### config.mk
export PLATFORM = sky130hd
export DESIGN_NAME = mod_mult_barrett_arbiter
export DESIGN_NICKNAME = d
export VERILOG_FILES = /design/src/rtl/mod_mult_barrett_arbiter.sv
export SDC_FILE = /design/constraint.sdc
export NUM_CORES = 2
export LEC_CHECK = 0
export ABC_AREA = 1
export BUFFER_PORTS_ARGS = -buffer_cell sky130_fd_sc_hd__buf_2
export CAP_MARGIN = 10
export CORE_AREA = 2 2 458 460
export CTS_BUF_LIST = sky130_fd_sc_hd__clkbuf_8
export DETAILED_ROUTE_END_ITERATION = 7
export DIE_AREA = 0 0 460 462
export PLACE_DENSITY = 0.38
export SKIP_LAST_GASP = 1
export SYNTH_ARGS = -nofsm -noshare
export SYNTH_HDL_FRONTEND = slang
export SYNTH_SLANG_ARGS = --single-unit
### constraint.sdc
create_clock -name iClk -period 5.9 [get_ports iClk]
set_input_delay 1.18 -clock iClk [delete_from_list [all_inputs] [get_ports iClk]]
set_output_delay 1.18 -clock iClk [all_outputs]
set_load 0.05 [all_outputs]
### src/rtl/mod_mult_barrett_arbiter.sv
// Round-robin front end sharing one Barrett modular multiplier among NREQ
// requesters, each with its own K/U/Mod context, tagging results by requester.
module mod_mult_barrett_arbiter #(
    parameter int NREQ = 4,
    parameter int TAGW = $clog2(NREQ),
    parameter int LAT  = 12
) (
    input  logic                 iClk,
    input  logic                 iRstN,
    input  logic                 iClr,
    input  logic                 iCfgWe,
    input  logic [TAGW-1:0]      iCfgSel,
    input  logic [6:0]           iCfgK,
    input  logic [127:0]         iCfgU,
    input  logic [63:0]          iCfgMod,
    input  logic [NREQ-1:0]      iReqValid,
    output logic [NREQ-1:0]      oReqReady,
    input  logic [NREQ*64-1:0]   iReqData0,
    input  logic [NREQ*64-1:0]   iReqData1,
    output logic                 oRspValid,
    input  logic                 iRspReady,
    output logic [TAGW-1:0]      oRspTag,
    output logic [63:0]          oRspData,
    output logic                 oMmEn,
    output logic                 oMmClr,
    output logic [6:0]           oMmK,
    output logic [127:0]         oMmU,
    output logic [63:0]          oMmMod,
    output logic [63:0]          oMmData0,
    output logic [63:0]          oMmData1,
    input  logic [63:0]          iMmData
);

    logic [6:0]      cfg_k   [NREQ];
    logic [127:0]    cfg_u   [NREQ];
    logic [63:0]     cfg_mod [NREQ];
    logic [63:0]     cur_mod;
    logic [6:0]      cur_k;
    logic [LAT-1:0]  vld;
    logic [TAGW-1:0] tag_q   [LAT];
    logic [TAGW-1:0] rr;
    logic [TAGW-1:0] g;
    logic [TAGW-1:0] idx;
    logic            found;
    logic            same;
    logic            empty;
    logic            issue;

    always_comb begin
        found = 1'b0;
        g     = '0;
        idx   = '0;
        for (int i = 0; i < NREQ; i++) begin
            idx = TAGW'((int'(rr) + i) % NREQ);
            if (!found && iReqValid[idx]) begin
                found = 1'b1;
                g     = idx;
            end
        end
    end

    assign empty     = ~|vld;
    assign same      = (cfg_mod[g] == cur_mod) && (cfg_k[g] == cur_k);
    assign oRspValid = vld[LAT-1];
    assign oRspTag   = tag_q[LAT-1];
    assign oRspData  = iMmData;
    assign oMmEn     = ~(oRspValid & ~iRspReady);
    assign oMmClr    = iClr;
    // A context mismatch blocks everyone until the pipe drains, so g cannot starve
    assign issue     = found & oMmEn & ~iClr & (empty | same);
    assign oReqReady = issue ? (NREQ'(1) << g) : '0;

    assign oMmK     = cfg_k[g];
    assign oMmU     = cfg_u[g];
    assign oMmMod   = cur_mod;
    assign oMmData0 = iReqData0[64*int'(g) +: 64];
    assign oMmData1 = iReqData1[64*int'(g) +: 64];

    always_ff @(posedge iClk or negedge iRstN) begin
        if (!iRstN) begin
            for (int i = 0; i < NREQ; i++) begin
                cfg_k[i]   <= '0;
                cfg_u[i]   <= '0;
                cfg_mod[i] <= '0;
            end
        end else if (iCfgWe) begin
            cfg_k[iCfgSel]   <= iCfgK;
            cfg_u[iCfgSel]   <= iCfgU;
            cfg_mod[iCfgSel] <= iCfgMod;
        end
    end

    always_ff @(posedge iClk or negedge iRstN) begin
        if (!iRstN) begin
            cur_mod <= '0;
            cur_k   <= '0;
        end else if (issue) begin
            cur_mod <= cfg_mod[g];
            cur_k   <= cfg_k[g];
        end
    end

    always_ff @(posedge iClk or negedge iRstN) begin
        if (!iRstN) begin
            vld <= '0;
            rr  <= '0;
            for (int i = 0; i < LAT; i++) tag_q[i] <= '0;
        end else if (iClr) begin
            vld <= '0;
            rr  <= '0;
            for (int i = 0; i < LAT; i++) tag_q[i] <= '0;
        end else if (oMmEn) begin
            vld <= {vld[LAT-2:0], issue};
            for (int i = LAT - 1; i > 0; i--) tag_q[i] <= tag_q[i-1];
            tag_q[0] <= issue ? g : '0;
            if (issue) rr <= (int'(g) == NREQ - 1) ? '0 : g + 1'b1;
        end
    end

endmodule

==> reports/results.tsv <==
metric	value	unit
port_buffers	1057	
synth_top_flop_cell	dfrtp_1	
synth_area_leader_cell	dfrtp_1	
worst_setup_path_start_kind	register	
fin_tns_setup	-0.146	ns
detail_route.wl_per_cell	24.6	um
reg2reg_to	oMmMod[63]$_DFFE_PN0P_	
status	complete, but fails checks	
synth_fa_ha_area_share	0.111	%
number_of_synthesized_register_bits	905	
area_contributors_post_synth	dfrtp_1, nand2_1, o21ai_0, a32oi_1, inv_1	
yosys_warns	0	
synthDistinctLibCells	27	
worst_setup_path_end_kind	output pin	
critical_path.max_stage_delay	1.11	ns
floorplan.initialDensity	21.7	%
largest_net_degree_at_the_start_of_global_routing	175	
ctsLongestPathBuffers	3	
worst_slew_margin_rel	22.0	%
worst_path_max_delay_cell	a21oi_1	
design.core.area	208000	um2
antenna_found_initial	96	
synth_sequential_area_ratio	50.3	%
worstSkewPairLatency	0.91	ns
netlist_top_cells_count	nand2_1, dfrtp_1, o21ai_0	
simple_gate_fraction_of_synth_area	22.7	%
floorplan.die.height	462	um
h-tree-depth	4	
grt_setup_unrepaired	yes	
violations_in_the_final_reports	setup timing	
die_width	460	um
finish.instance_area	60600	um2
timing_worst_setup_path_type	reg -> out	
post_synth_inst_count	5820	
detailedRoute.firstIterationViolations	3804	
data_required_time_of_the_critical_path	4.72	ns
finalSetupViolations	1	
dr_total_vias	44600	
postRouteWirelength	238000	um
finish.net_count	7582	
postSynthAreaPerCell	7.74	um2
worst_r2r_startpoint	rr[0]$_DFFE_PN0P_	
path_max_fanout	143	
layout_worst_path_cycle_share	102	%
number_of_buffers_inserted_during_clock_tree_synthesis	178	
drt-pass1-iter-count	5	
synthArstFlopShare	100	%
worst_ep_arrival	4.87	ns
syn-cell-area	45100	um2
critical_path.cell_chain	buf_6 -> nand2_1 -> nand3_1 -> nand2_1 -> nand2_2 -> nand2_1 -> nand2_2 -> nand3_4 -> buf_12 -> clkinv_8 -> buf_12 -> buf_12 -> buf_12 -> a21oi_1 -> a32oi_1 -> buf_4 -> buf_12	
cap_viol_max_count	0	
wire_length_of_the_first_global_routing_pass	326000	um
area_of_the_die	213000	um2
tritoncts	yes	
gpl_wtd_cong	0.937	
slew_at_the_pin_closest_to_its_max_slew_limit	1.17	ns
setup_slack	-0.146	ns
holdWs	0.350	ns
post_synth_xor_area_fraction	0.0194	%
max_clock_freq	165	MHz
min_path_type	in -> async	
grt_overflow_total	0	
final.min_clock_period	6.05	ns
top_level_ports	1186	
number_of_global_route_vias_before_repair	42000	
slew_viol_final	0	
synth.net_count	6610	
synth_mux_area_share	0	%
detailedPlacementHpwl	171000	um
cell_with_the_most_instances_after_synthesis	nand2_1	
placed_cell_area	56200	um2
clock_skew	0.0650	ns
synth-compound-area-share	18.4	%
clock_sink_count	905	
area_of_combinational_cells_with_multiple_inputs	18900	um2
main_combinational_cell_family_by_area_after_synthesis	simple AND/OR/NAND/NOR gates	
fillCellCount	22700	
globalRouteTotalUtil	21.4	%
cp_common_cell	buf_12	
clkTransAtPathRegs	0.06	ns
std_cell_rows	168	
worst-r2r-cell-count	28	
detail_route.vias_per_cell	4.61	
library_cell_used_as_clock_root_buffer	clkbuf_8	
drive_gt1_share	23.4	%
synth_enable_flop_cells	0	
seq_area	22600	um2
area_growth_syn_to_layout	34.5	%
timing_hold_violations_final	0	
cts_hold_buffers	0	
regToRegSetupSlack	1.71	ns
synth_largest_type_area_fraction	50.3	%
antenna_violating_nets_post_route	0	
drc_errors	0	
## metal layers
| metal | vias to the layer above | GRT usage [%] | wire [um] |
|---|---|---|---|
| met4 | 46 | 8.17 | 9940 |
| met3 | 463 | 10.2 | 27000 |
| met5 | - | 0 | 292 |
| met1 | 21300 | 27.1 | 99400 |
| met2 | 1571 | 31.1 | 102000 |
| li1 | 21200 | - | - |
## logic make-up (layout without fill, tap and decap cells)
family | after synthesis | count (layout)
and+or+nand+nor | 2571 | 2571
AOI/OAI and AO/OA | 1436 | 1436
DFF | 905 | 905
buffers and inverters | 903 | 2007
adders and majority gates | 4 | 4
xor gates and xnor gates | 1 | 1
other | 0 | 31
## critical path, delay by kind of cell (launching register included)
kind,cells,cell delay [ns]
compound gates,2,1.23
flops,1,0.46
buf+inv,8,1.29
simple gates,7,0.64
## worst max-delay path by stage
| stage | start | endpoint | slack, ns | cells after the start |
|---|---|---|---|---|
| floorplan | iReqValid[3] | oReqReady[0] | 0.74 | 16 |
| global placement | iReqValid[1] | oReqReady[0] | -0.06 | 27 |
| detailed placement | iReqValid[3] | oReqReady[0] | -0.05 | 27 |
| CTS | rr[0]$_DFFE_PN0P_ | oReqReady[3] | 0.0003 | 28 |
| global route | rr[0]$_DFFE_PN0P_ | oReqReady[3] | -0.08 | 24 |
| finish | rr[0]$_DFFE_PN0P_ | oMmData1[37] | -0.15 | 17 |
## state kept, by name, summed over array words and instances (netlist names)
signal and flops:
oRspTag 2, cur_k 7, tag_q 22, rr 2, cfg_mod 256, oMmMod 64
cfg_k 28, vld 12, cfg_u 512
## through the flow
step,setup WS [ns],utilization [%],std cells
detailed placement,-0.0496,27.0,9299
global route,-0.0783,29.1,9655
global placement,-0.0605,27.0,9299
finish,-0.146,29.1,9675
CTS,0.000349,28.8,9620
floorplan,0.742,-,5820
## cells in the final DEF (no fill, tap or decap), types with 3 or more instances in the layout
cell,instances
nand3b_1,60
nand2_4,7
inv_1,472
a32oi_1,256
buf_2,877
inv_6,4
nand2_2,30
a21oi_1,260
nand3_2,6
buf_6,14
buf_16,10
o21ai_1,55
nor4_1,3
clkinv_2,11
diode_2,31
nor2_1,29
buf_12,214
nor2_2,16
o21ai_0,812
nand2_1,2208
o31ai_1,11
clkbuf_8,211
o211ai_1,34
buf_4,170
nor2_4,4
inv_8,3
nand4_1,59
nand3_1,138
clkinv_8,3
nand3_4,10
dfrtp_1,903
clkinvlp_4,3
clkbuf_16,6
o21ai_2,8
ha_1,4
## timing repair
| action | in CTS | in global routing |
|---|---|---|
| resized for setup | 21 | 94 |
| pin swaps | 6 | 43 |
| buffers inserted | 5 | 18 |
| endpoints found under the setup margin | 10 | 61 |
| gates cloned | 4 | 6 |
## cell type report
type                            instances  area share (%)
Antenna cell                           31           0.128
Clock buffer                          211            4.79
Clock inverter                        101           0.842
Inverter                              401            2.53
Multi-Input combinational cell       4012            31.2
Sequential cell                       905            37.4
Tap cell                             2720            5.62
Timing Repair Buffer                 1294            17.5
Power is left out: the tool's default activity adds up to more than one toggle a clock period on the data nets, which glitch-free logic cannot reach.
